==> src/rtl/composite_video_pkg.sv <==
// Shared types, default levels and the cosine table generator for the composite encoder.
package composite_video_pkg;

    typedef enum logic {
        MODE_NTSC = 1'b0,
        MODE_PAL  = 1'b1
    } mode_e;

    localparam int DEF_SYNC_LEVEL   = 0;
    localparam int DEF_BLANK_LEVEL  = 8;
    localparam int DEF_BLACK_LEVEL  = 10;
    localparam int DEF_NTSC_BURST_A = 35;
    localparam int DEF_NTSC_BURST_B = -54;
    localparam int DEF_PAL_BURST_A  = -45;
    localparam int DEF_PAL_BURST_B  = 45;

    localparam real PI = 3.14159265358979323846;

    // Entry k of round(peak*cos(2*pi*k/N)), N = 2^phase_bits, peak = 2^coef_bits-1.
    function automatic int cos_coef(input int k, input int phase_bits, input int coef_bits);
        real v_peak;
        real v_val;
        v_peak = $itor((1 << coef_bits) - 1);
        v_val  = v_peak * $cos(2.0 * PI * $itor(k) / $itor(1 << phase_bits));
        if (v_val >= 0.0) begin
            return $rtoi(v_val + 0.5);
        end
        return -$rtoi(0.5 - v_val);
    endfunction

endpackage

==> src/rtl/composite_clamp_round.sv <==
// Output stage: arithmetic shift of the composite sum down to DAC codes with saturation.
module composite_clamp_round #(
    parameter int IN_W        = 20,
    parameter int LEVEL_SHIFT = 11,
    parameter int DAC_BITS    = 5,
    parameter int RESET_CODE  = 8
) (
    input  logic                       i_clk,
    input  logic                       i_reset,
    input  logic signed [IN_W-1:0]     i_sum,
    output logic        [DAC_BITS-1:0] o_dac_sample,
    output logic                       o_clipped
);

    localparam logic signed [IN_W-1:0] MAX_CODE = IN_W'((1 << DAC_BITS) - 1);

    logic signed [IN_W-1:0]     w_shifted;
    logic        [DAC_BITS-1:0] w_code;
    logic                       w_clip;

    assign w_shifted = i_sum >>> LEVEL_SHIFT;

    always_comb begin
        w_code = w_shifted[DAC_BITS-1:0];
        w_clip = 1'b0;
        if (w_shifted[IN_W-1]) begin
            w_code = '0;
            w_clip = 1'b1;
        end else if (w_shifted > MAX_CODE) begin
            w_code = '1;
            w_clip = 1'b1;
        end
    end

    always_ff @(posedge i_clk) begin
        if (i_reset) begin
            o_dac_sample <= DAC_BITS'(RESET_CODE);
            o_clipped    <= 1'b0;
        end else begin
            o_dac_sample <= w_code;
            o_clipped    <= w_clip;
        end
    end

endmodule

==> src/rtl/composite_video_encoder.sv <==
// NTSC/PAL composite encoder: select, modulate, sum and saturate in a fixed 4-cycle pipeline.
module composite_video_encoder
    import composite_video_pkg::*;
#(
    parameter int PHASE_BITS   = 4,
    parameter int DAC_BITS     = 5,
    parameter int COEF_BITS    = 7,
    parameter int LEVEL_SHIFT  = 11,
    parameter int SYNC_LEVEL   = DEF_SYNC_LEVEL,
    parameter int BLANK_LEVEL  = DEF_BLANK_LEVEL,
    parameter int BLACK_LEVEL  = DEF_BLACK_LEVEL,
    parameter int NTSC_BURST_A = DEF_NTSC_BURST_A,
    parameter int NTSC_BURST_B = DEF_NTSC_BURST_B,
    parameter int PAL_BURST_A  = DEF_PAL_BURST_A,
    parameter int PAL_BURST_B  = DEF_PAL_BURST_B
) (
    input  logic                         i_phase_clock,
    input  logic                         i_reset,
    input  logic                         i_pal_mode,
    input  logic                         i_line_start,
    input  logic        [PHASE_BITS-1:0] i_subcarrier_phase,
    input  logic                         i_blank,
    input  logic                         i_sync,
    input  logic                         i_burst,
    input  logic        [7:0]            i_y,
    input  logic signed [8:0]            i_chroma_a,
    input  logic signed [8:0]            i_chroma_b,
    output logic        [DAC_BITS-1:0]   o_dac_sample,
    output logic                         o_clipped
);

    localparam int ROM_DEPTH  = 1 << PHASE_BITS;
    localparam int COEF_W     = COEF_BITS + 1;
    // One extra bit so that negating chroma B = -256 cannot overflow.
    localparam int CHROMA_W   = 10;
    localparam int Y_COMP_W   = 8 + COEF_BITS + 1;
    localparam int PROD_W     = CHROMA_W + COEF_W;
    localparam int OFF_W      = DAC_BITS + LEVEL_SHIFT + 1;
    localparam int MAX_A      = (Y_COMP_W > PROD_W) ? Y_COMP_W : PROD_W;
    localparam int MAX_W      = (MAX_A > OFF_W) ? MAX_A : OFF_W;
    localparam int SUM_W      = MAX_W + 2;
    localparam int ROUND_BIAS = 1 << (LEVEL_SHIFT - 1);

    localparam logic signed [OFF_W-1:0] BLANK_SCALED =
        OFF_W'((BLANK_LEVEL << LEVEL_SHIFT) + ROUND_BIAS);

    logic signed [COEF_W-1:0] w_cos_rom [ROM_DEPTH];

    for (genvar g = 0; g < ROM_DEPTH; g++) begin : g_rom
        localparam logic signed [COEF_W-1:0] COEF_VAL =
            COEF_W'(cos_coef(g, PHASE_BITS, COEF_BITS));
        assign w_cos_rom[g] = COEF_VAL;
    end

    mode_e r_pal_latched;
    logic  r_v_switch;

    always_ff @(posedge i_phase_clock) begin
        if (i_reset) begin
            r_pal_latched <= MODE_NTSC;
            r_v_switch    <= 1'b0;
        end else if (i_line_start) begin
            r_pal_latched <= i_pal_mode ? MODE_PAL : MODE_NTSC;
            r_v_switch    <= i_pal_mode ? ~r_v_switch : 1'b0;
        end
    end

    // Stage 1: select levels and components, look up the carrier.
    logic        [DAC_BITS-1:0]   w_sel_off;
    logic        [7:0]            w_sel_y;
    logic signed [CHROMA_W-1:0]   w_sel_a;
    logic signed [CHROMA_W-1:0]   w_sel_b_raw;
    logic signed [CHROMA_W-1:0]   w_sel_b;
    logic        [PHASE_BITS-1:0] w_sin_idx;
    logic                         w_is_pal;

    assign w_is_pal  = (r_pal_latched == MODE_PAL);
    assign w_sin_idx = i_subcarrier_phase - PHASE_BITS'(ROM_DEPTH / 4);

    always_comb begin
        w_sel_off   = DAC_BITS'(BLANK_LEVEL);
        w_sel_y     = '0;
        w_sel_a     = '0;
        w_sel_b_raw = '0;
        if (i_sync) begin
            w_sel_off = DAC_BITS'(SYNC_LEVEL);
        end else if (i_burst) begin
            if (w_is_pal) begin
                w_sel_a     = CHROMA_W'(PAL_BURST_A);
                w_sel_b_raw = CHROMA_W'(PAL_BURST_B);
            end else begin
                w_sel_a     = CHROMA_W'(NTSC_BURST_A);
                w_sel_b_raw = CHROMA_W'(NTSC_BURST_B);
            end
        end else if (!i_blank) begin
            w_sel_off   = w_is_pal ? DAC_BITS'(BLANK_LEVEL) : DAC_BITS'(BLACK_LEVEL);
            w_sel_y     = i_y;
            w_sel_a     = CHROMA_W'(i_chroma_a);
            w_sel_b_raw = CHROMA_W'(i_chroma_b);
        end
        w_sel_b = (w_is_pal && r_v_switch) ? -w_sel_b_raw : w_sel_b_raw;
    end

    logic        [DAC_BITS-1:0] r_s1_off;
    logic        [7:0]          r_s1_y;
    logic signed [CHROMA_W-1:0] r_s1_a;
    logic signed [CHROMA_W-1:0] r_s1_b;
    logic signed [COEF_W-1:0]   r_s1_cos;
    logic signed [COEF_W-1:0]   r_s1_sin;

    always_ff @(posedge i_phase_clock) begin
        if (i_reset) begin
            r_s1_off <= DAC_BITS'(BLANK_LEVEL);
            r_s1_y   <= '0;
            r_s1_a   <= '0;
            r_s1_b   <= '0;
            r_s1_cos <= '0;
            r_s1_sin <= '0;
        end else begin
            r_s1_off <= w_sel_off;
            r_s1_y   <= w_sel_y;
            r_s1_a   <= w_sel_a;
            r_s1_b   <= w_sel_b;
            r_s1_cos <= w_cos_rom[i_subcarrier_phase];
            r_s1_sin <= w_cos_rom[w_sin_idx];
        end
    end

    // Stage 2: scale luma and offset, modulate chroma onto the carrier.
    logic signed [Y_COMP_W-1:0] w_y_comp;
    logic signed [PROD_W-1:0]   w_a_comp;
    logic signed [PROD_W-1:0]   w_b_comp;
    logic signed [OFF_W-1:0]    w_off_scaled;

    assign w_y_comp     = $signed(Y_COMP_W'({1'b0, r_s1_y}) << COEF_BITS);
    assign w_a_comp     = PROD_W'(r_s1_a) * PROD_W'(r_s1_cos);
    assign w_b_comp     = PROD_W'(r_s1_b) * PROD_W'(r_s1_sin);
    assign w_off_scaled = $signed((OFF_W'(r_s1_off) << LEVEL_SHIFT) + OFF_W'(ROUND_BIAS));

    logic signed [Y_COMP_W-1:0] r_s2_y;
    logic signed [PROD_W-1:0]   r_s2_a;
    logic signed [PROD_W-1:0]   r_s2_b;
    logic signed [OFF_W-1:0]    r_s2_off;

    always_ff @(posedge i_phase_clock) begin
        if (i_reset) begin
            r_s2_y   <= '0;
            r_s2_a   <= '0;
            r_s2_b   <= '0;
            r_s2_off <= BLANK_SCALED;
        end else begin
            r_s2_y   <= w_y_comp;
            r_s2_a   <= w_a_comp;
            r_s2_b   <= w_b_comp;
            r_s2_off <= w_off_scaled;
        end
    end

    // Stage 3: composite sum, wide enough that no legal input overflows.
    logic signed [SUM_W-1:0] r_s3_sum;

    always_ff @(posedge i_phase_clock) begin
        if (i_reset) begin
            r_s3_sum <= SUM_W'(BLANK_SCALED);
        end else begin
            r_s3_sum <= SUM_W'(r_s2_y) + SUM_W'(r_s2_a) + SUM_W'(r_s2_b) + SUM_W'(r_s2_off);
        end
    end

    composite_clamp_round #(
        .IN_W        (SUM_W),
        .LEVEL_SHIFT (LEVEL_SHIFT),
        .DAC_BITS    (DAC_BITS),
        .RESET_CODE  (BLANK_LEVEL)
    ) u_clamp (
        .i_clk        (i_phase_clock),
        .i_reset      (i_reset),
        .i_sum        (r_s3_sum),
        .o_dac_sample (o_dac_sample),
        .o_clipped    (o_clipped)
    );

endmodule
==> config.mk <==
export PLATFORM = sky130hd
export DESIGN_NAME = composite_video_encoder
export DESIGN_NICKNAME = d
export VERILOG_FILES = /design/src/rtl/composite_video_pkg.sv /design/src/rtl/composite_clamp_round.sv /design/src/rtl/composite_video_encoder.sv
export SDC_FILE = /design/constraint.sdc
export NUM_CORES = 1
export LEC_CHECK = 0
export CAP_MARGIN = 20
export CORE_ASPECT_RATIO = 1.75
export CORE_UTILIZATION = 55
export CTS_CLUSTER_DIAMETER = 100
export DETAILED_ROUTE_END_ITERATION = 7
export GPL_TIMING_DRIVEN = 1
export PLACE_DENSITY = 0.73
export RECOVER_POWER = 100
export SYNTH_ARGS = -nofsm -noshare
export SYNTH_HDL_FRONTEND = slang
export SYNTH_SLANG_ARGS = --single-unit
==> constraint.sdc <==
create_clock -name i_phase_clock -period 6.3 [get_ports i_phase_clock]
set_input_delay 0.945 -clock i_phase_clock [delete_from_list [all_inputs] [get_ports i_phase_clock]]
set_output_delay 0.945 -clock i_phase_clock [all_outputs]
set_load 0.02 [all_outputs]
-- After elaboration in Yosys (flattened, before gate mapping)
Memory sizes are Yosys's and may differ from the RTL's. A register that Yosys moved wholly into a read port is not among the register bits.
Index checks and enable logic that the tools add are counted.
Widths: inputs -> output; s select.
- bits in registers: 122
- memory bits (read-only): 256
- input port bits: 37
- logic and storage cells: 51
- memories: 2
- add/sub/neg operators: 6
- multipliers: 2
- $lt $le $gt $ge: 1
- muxes and demuxes: 18
- bitwise gates (word level): 3
- reduce and logical (&&, ||, !) cells: 4
- memories (name ; words ; bits a word ; read ports ; clocked after memory_dff ; wr ports ; RTL line ; RTL):
    (no name shown) ; 16 ; 8 ; 1 ; 1 ; 0 ; composite_video_encoder.sv:125 ; r_s1_sin <= w_cos_rom[w_sin_idx];
    (no name shown) ; 16 ; 8 ; 1 ; 1 ; 0 ; composite_video_encoder.sv:124 ; r_s1_cos <= w_cos_rom[i_subcarrier_phase];
- operators with widths (kind ; count):
    $mux 10 ; 8
    $mul 10x8->18 ; 2
    $add 19x18->20 ; 1
    $add 20x17->20 ; 1
    $add 16x18->19 ; 1
    $add 16x11->17 const B ; 1
    $neg 10->10 ; 1
    $not 4->5 ; 2
    $gt 9x6->1 const B ; 1
    $mux 4 ; 2
    $mux 2 ; 3
    $mux 5 ; 1
    $mux 1 ; 4
    $reduce_or 2->1 ; 2
    $reduce_or 4->1 ; 1
    $sub 4x3->4 const B ; 1
    $logic_and 1x1->1 ; 1
    $not 1->1 ; 1

-- Longest topological paths before layout
- depth after elaboration: 5
- depth in mapped cells: 18
- gate-level depth less buffers: 18

-- Cells and area by module
A second synthesis with hierarchy kept.
- cells, all modules: 1207
- area total of the unflattened synthesis: 10981.8 sq um
- by module, submodules not included (module ; instances ; cells an instance ; area each (sq um) ; sequential area each (sq um)):
    composite_video_encoder ; 1 ; 1191 ; 10792.9 ; 2262.2
    composite_clamp_round ; 1 ; 16 ; 188.9 ; 120.1

-- Least setup slack after synthesis
OpenSTA, ideal clock, no wires.
- path kind: register to register
- from: register r_s1_sin[4]
- to: register r_s2_b[15]
- library setup time: 128 ps
- data arrival time: 4384 ps
- slack: 1788 ps
- cell stages (with the launch flop): 18
- buffers on the path: 1
- cell sequence: dfxtp_1 clkbuf_1 nand2_1 fa_1 fa_1 inv_1 fa_1 inv_1 fa_1 inv_1 ha_1 a21oi_1 o22ai_1 o41a_1 and3_1 a311oi_1 xor2_1 nor2_1
- word-level cells in the longest chain between the ends: 1
- ends and longest elaborated chain (what ; RTL line ; RTL):
    from (decl) ; composite_video_encoder.sv:109 ; logic signed [COEF_W-1:0] r_s1_sin;
    $mul 10x8->18 ; composite_video_encoder.sv:137 ; assign w_b_comp = PROD_W'(r_s1_b) * PROD_W'(r_s1_sin);
    to (signal assigned) ; composite_video_encoder.sv:154 ; r_s2_b <= w_b_comp;
    to (decl) ; composite_video_encoder.sv:142 ; logic signed [PROD_W-1:0] r_s2_b;
Every way passes these cells.
A chain may end at the register's enable or synchronous reset.

-- Worst setup path after layout
- from: register r_s1_sin[5]
- to: register r_s2_b[15]
Same word-level chain as after synthesis.

==> flow_metrics.tcl <==
set metrics [dict create \
    synthTopCellsByArea "fa_1, dfxtp_1, ha_1" \
    finalSetupViolations 0 \
    syn_nets 1417 \
    fin_area_mm2 0.01124 \
    io_pins 43 \
    avgSynthCellArea_um2 9.147 \
    rsz0062_at_grt "no" \
    dr_total_vias 7361 \
    synth-seq-cells 108 \
    period_needed_ns 4.877 \
    drc_errors 0 \
    cts-hold-fix-buffers 0 \
    cts-root-buf "clkbuf_16" \
    clk_path_buf_depth 2 \
    synth_edf_count 0 \
    grt_pass1_wl_um 36230 \
    drv_cap 1 \
    worstHoldPathCells 1 \
    post-cts-setup-buffers 0 \
    nNetsFinal 1442 \
    place_area_mm2 0.01096 \
    path_class "reg -> reg" \
    slew_headroom_pct -29.13 \
    fmax_mhz 205.0 \
    whs_ns 0.4380 \
    vdd_drop_max_mv 0.1786 \
    cp-start-kind "flop" \
    power.density_mw_per_mm2 174.2 \
    dieHeight_um 183.4 \
    ys.warnings.count 0 \
    crit_path_max_fanout 10 \
    setup_tns_ns 0 \
    grt-ovfl-total 0 \
    path_cells "nand2_1 > fa_1 > fa_1 > inv_1 > fa_1 > inv_1 > fa_1 > inv_1 > ha_1 > a21oi_1 > o22ai_1 > o41a_1 > and3_1 > a311oi_1 > xor2_1 > nor2_1" \
    hold_viol_final 0 \
    synth_top_area_cell "fa_1" \
    areaGrowthSynthToFinish_pct 8.740 \
    cts.sinks 108 \
    cpMostUsedCell "fa_1" \
    yosysSeqAreaShare_pct 20.92 \
    synth_flop_cell "dfxtp_1" \
    die_area_mm2 0.01937 \
    grt_max_degree 45 \
    htree_levels 3 \
    cts_made_buffers 9 \
    grt_pass1_vias 7746 \
    crit_path_top_delay_cell "fa_1" \
    syn_area_mm2 0.01034 \
    r2r_cells 16 \
    vias_per_cell 5.265 \
    dp_hpwl_um 18640 \
    synth_most_common_cell "inv_1" \
    critPathCaptureType "flop" \
    violations "capacitance limit, slew limit" \
    row_count 66 \
    n_antenna_cell 0 \
    status "finished with violations" \
    drt-pass1-iter-count 4 \
    netlist_instances 1130 \
    ant_nets 0 \
    core_area_mm2 0.01850 \
    crit_arrival_ns 5.05 \
    synth_top_area_share_pct 27.50 \
    routedWlPerCell_um 15.76 \
    antenna_found_initial 0 \
    start_util_pct 55.88 \
    fin_crit_sh_pct 77.42 \
    cts_tree "done" \
    place_congestion 0.8845 \
    track_usage_pct 24.50 \
    hold_path_class "reg -> reg" \
    drt_iter0_drc 284 \
    slew_viol_final 45 \
    path_clk_slew_ns 0.07 \
    tightest_slew_ns 1.937 \
    synthDistinctLibCells 50 \
    finalWirelength_um 22040 \
    clk_latency_ns 0.36 \
    synthArstFlopShare_pct 0 \
    port_buffers 42 \
    synth_common_cells "inv_1, fa_1, dfxtp_1, ha_1, and2_1" \
    drive_gt1_share_pct 1.897 \
    skew_ns 0.007459 \
    p_leak_nw 5.519 \
    max_stage_delay_ns 0.57 \
    cp.required_ns 6.48 \
    die_width_um 105.6 \
    cts_resized 0 \
]
## logic make-up (layout without fill, tap and decap cells)
kind of cell,after synthesis,after routing,share of synthesized area [%]
adders and majority gates,250,250,40.58
buffers and inverters,232,262,8.437
xor gates and xnor gates,41,41,3.474
DFF,108,108,20.92
muxes,5,5,0.5084
AOI/OAI and AO/OA,144,144,8.909
and+or+nand+nor,350,350,17.18
## worst paths after layout
kind                                             start                    end  slack, ns
worst max-delay path            r_s1_sin[5]$_SDFF_PP0_  r_s2_b[15]$_SDFF_PP0_       1.42
worst min-delay path              r_s1_y[4]$_SDFF_PP0_  r_s2_y[11]$_SDFF_PP0_       0.44
worst max register to register  r_s1_sin[5]$_SDFF_PP0_  r_s2_b[15]$_SDFF_PP0_       1.42
worst min register to register    r_s1_y[4]$_SDFF_PP0_  r_s2_y[11]$_SDFF_PP0_       0.44
## where the power goes
group | internal [W] | switching (W)
Combinational | 0.000258 | 0.000328
Sequential | 0.000748 | 0.0000490
Clock | 0.000321 | 0.000256
Total | 0.00133 | 0.000632
## area by class of cell
type | count | area, um^2
multi-input cells | 790 | 7300
fillers | 1628 | 7258
flip-flops and latches | 108 | 2162
inverters | 201 | 754.5
repair buffers | 45 | 425.4
well taps | 238 | 297.8
clock buffers | 11 | 242.7
clock inverters | 5 | 57.56
## metal layers
metal  global-route usage (%)  part of all wire (%)  up-vias
met5                        0                     0        -
met4                    14.33                   5.2        0
met1                    24.95                    36     3594
met2                    47.24                    57      117
met3                    2.878                   2.0       60
li1                         -                     -     3590
## state kept, by name, indices dropped and copies added (netlist names), 5 cells and up
register              flops
r_s2_a                   18
r_s2_b                   18
r_s1_b                   10
r_s1_a                    9
r_s3_sum                  9
r_s1_cos                  8
r_s1_sin                  8
r_s1_y                    8
r_s2_y                    8
u_clamp.o_dac_sample      5
## through the flow
stage	cells	power, W	setup WS, ns	util, %
after floorplan	1130	0.001234	1.788	-
after global placement	1382	0.001391	1.545	59.25
after detailed placement	1382	0.001405	1.472	59.25
after CTS	1398	0.001985	1.462	60.88
after global routing	1398	0.002090	1.077	60.76
final	1398	0.001958	1.423	60.76
## cell usage in the layout, fill, tap and decap left out, drive strengths merged, types with 15 or more instances in the layout
cell type,Yosys,layout
a211oi,15,15
a21o,18,18
a21oi,53,53
and2,100,100
clkbuf,24,15
clkdlybuf4s50,0,33
dfxtp,108,108
fa,142,142
ha,108,108
inv,200,202
nand2,74,74
nor2,81,81
nor2b,32,32
nor3,22,22
o21ai,17,17
xnor2,26,26
xor2,15,15
## critical path, delay by kind of cell, from the launching register on
| family | cells | cell delay [ns] |
|---|---|---|
| AOI/OAI and AO/OA | 4 | 0.97 |
| xor gates and xnor gates | 1 | 0.18 |
| adders and majority gates | 5 | 2.46 |
| buffers and inverters | 3 | 0.17 |
| DFF | 1 | 0.51 |
| and+or+nand+nor | 3 | 0.41 |
Note: power is estimated with default switching activity, not from simulation.
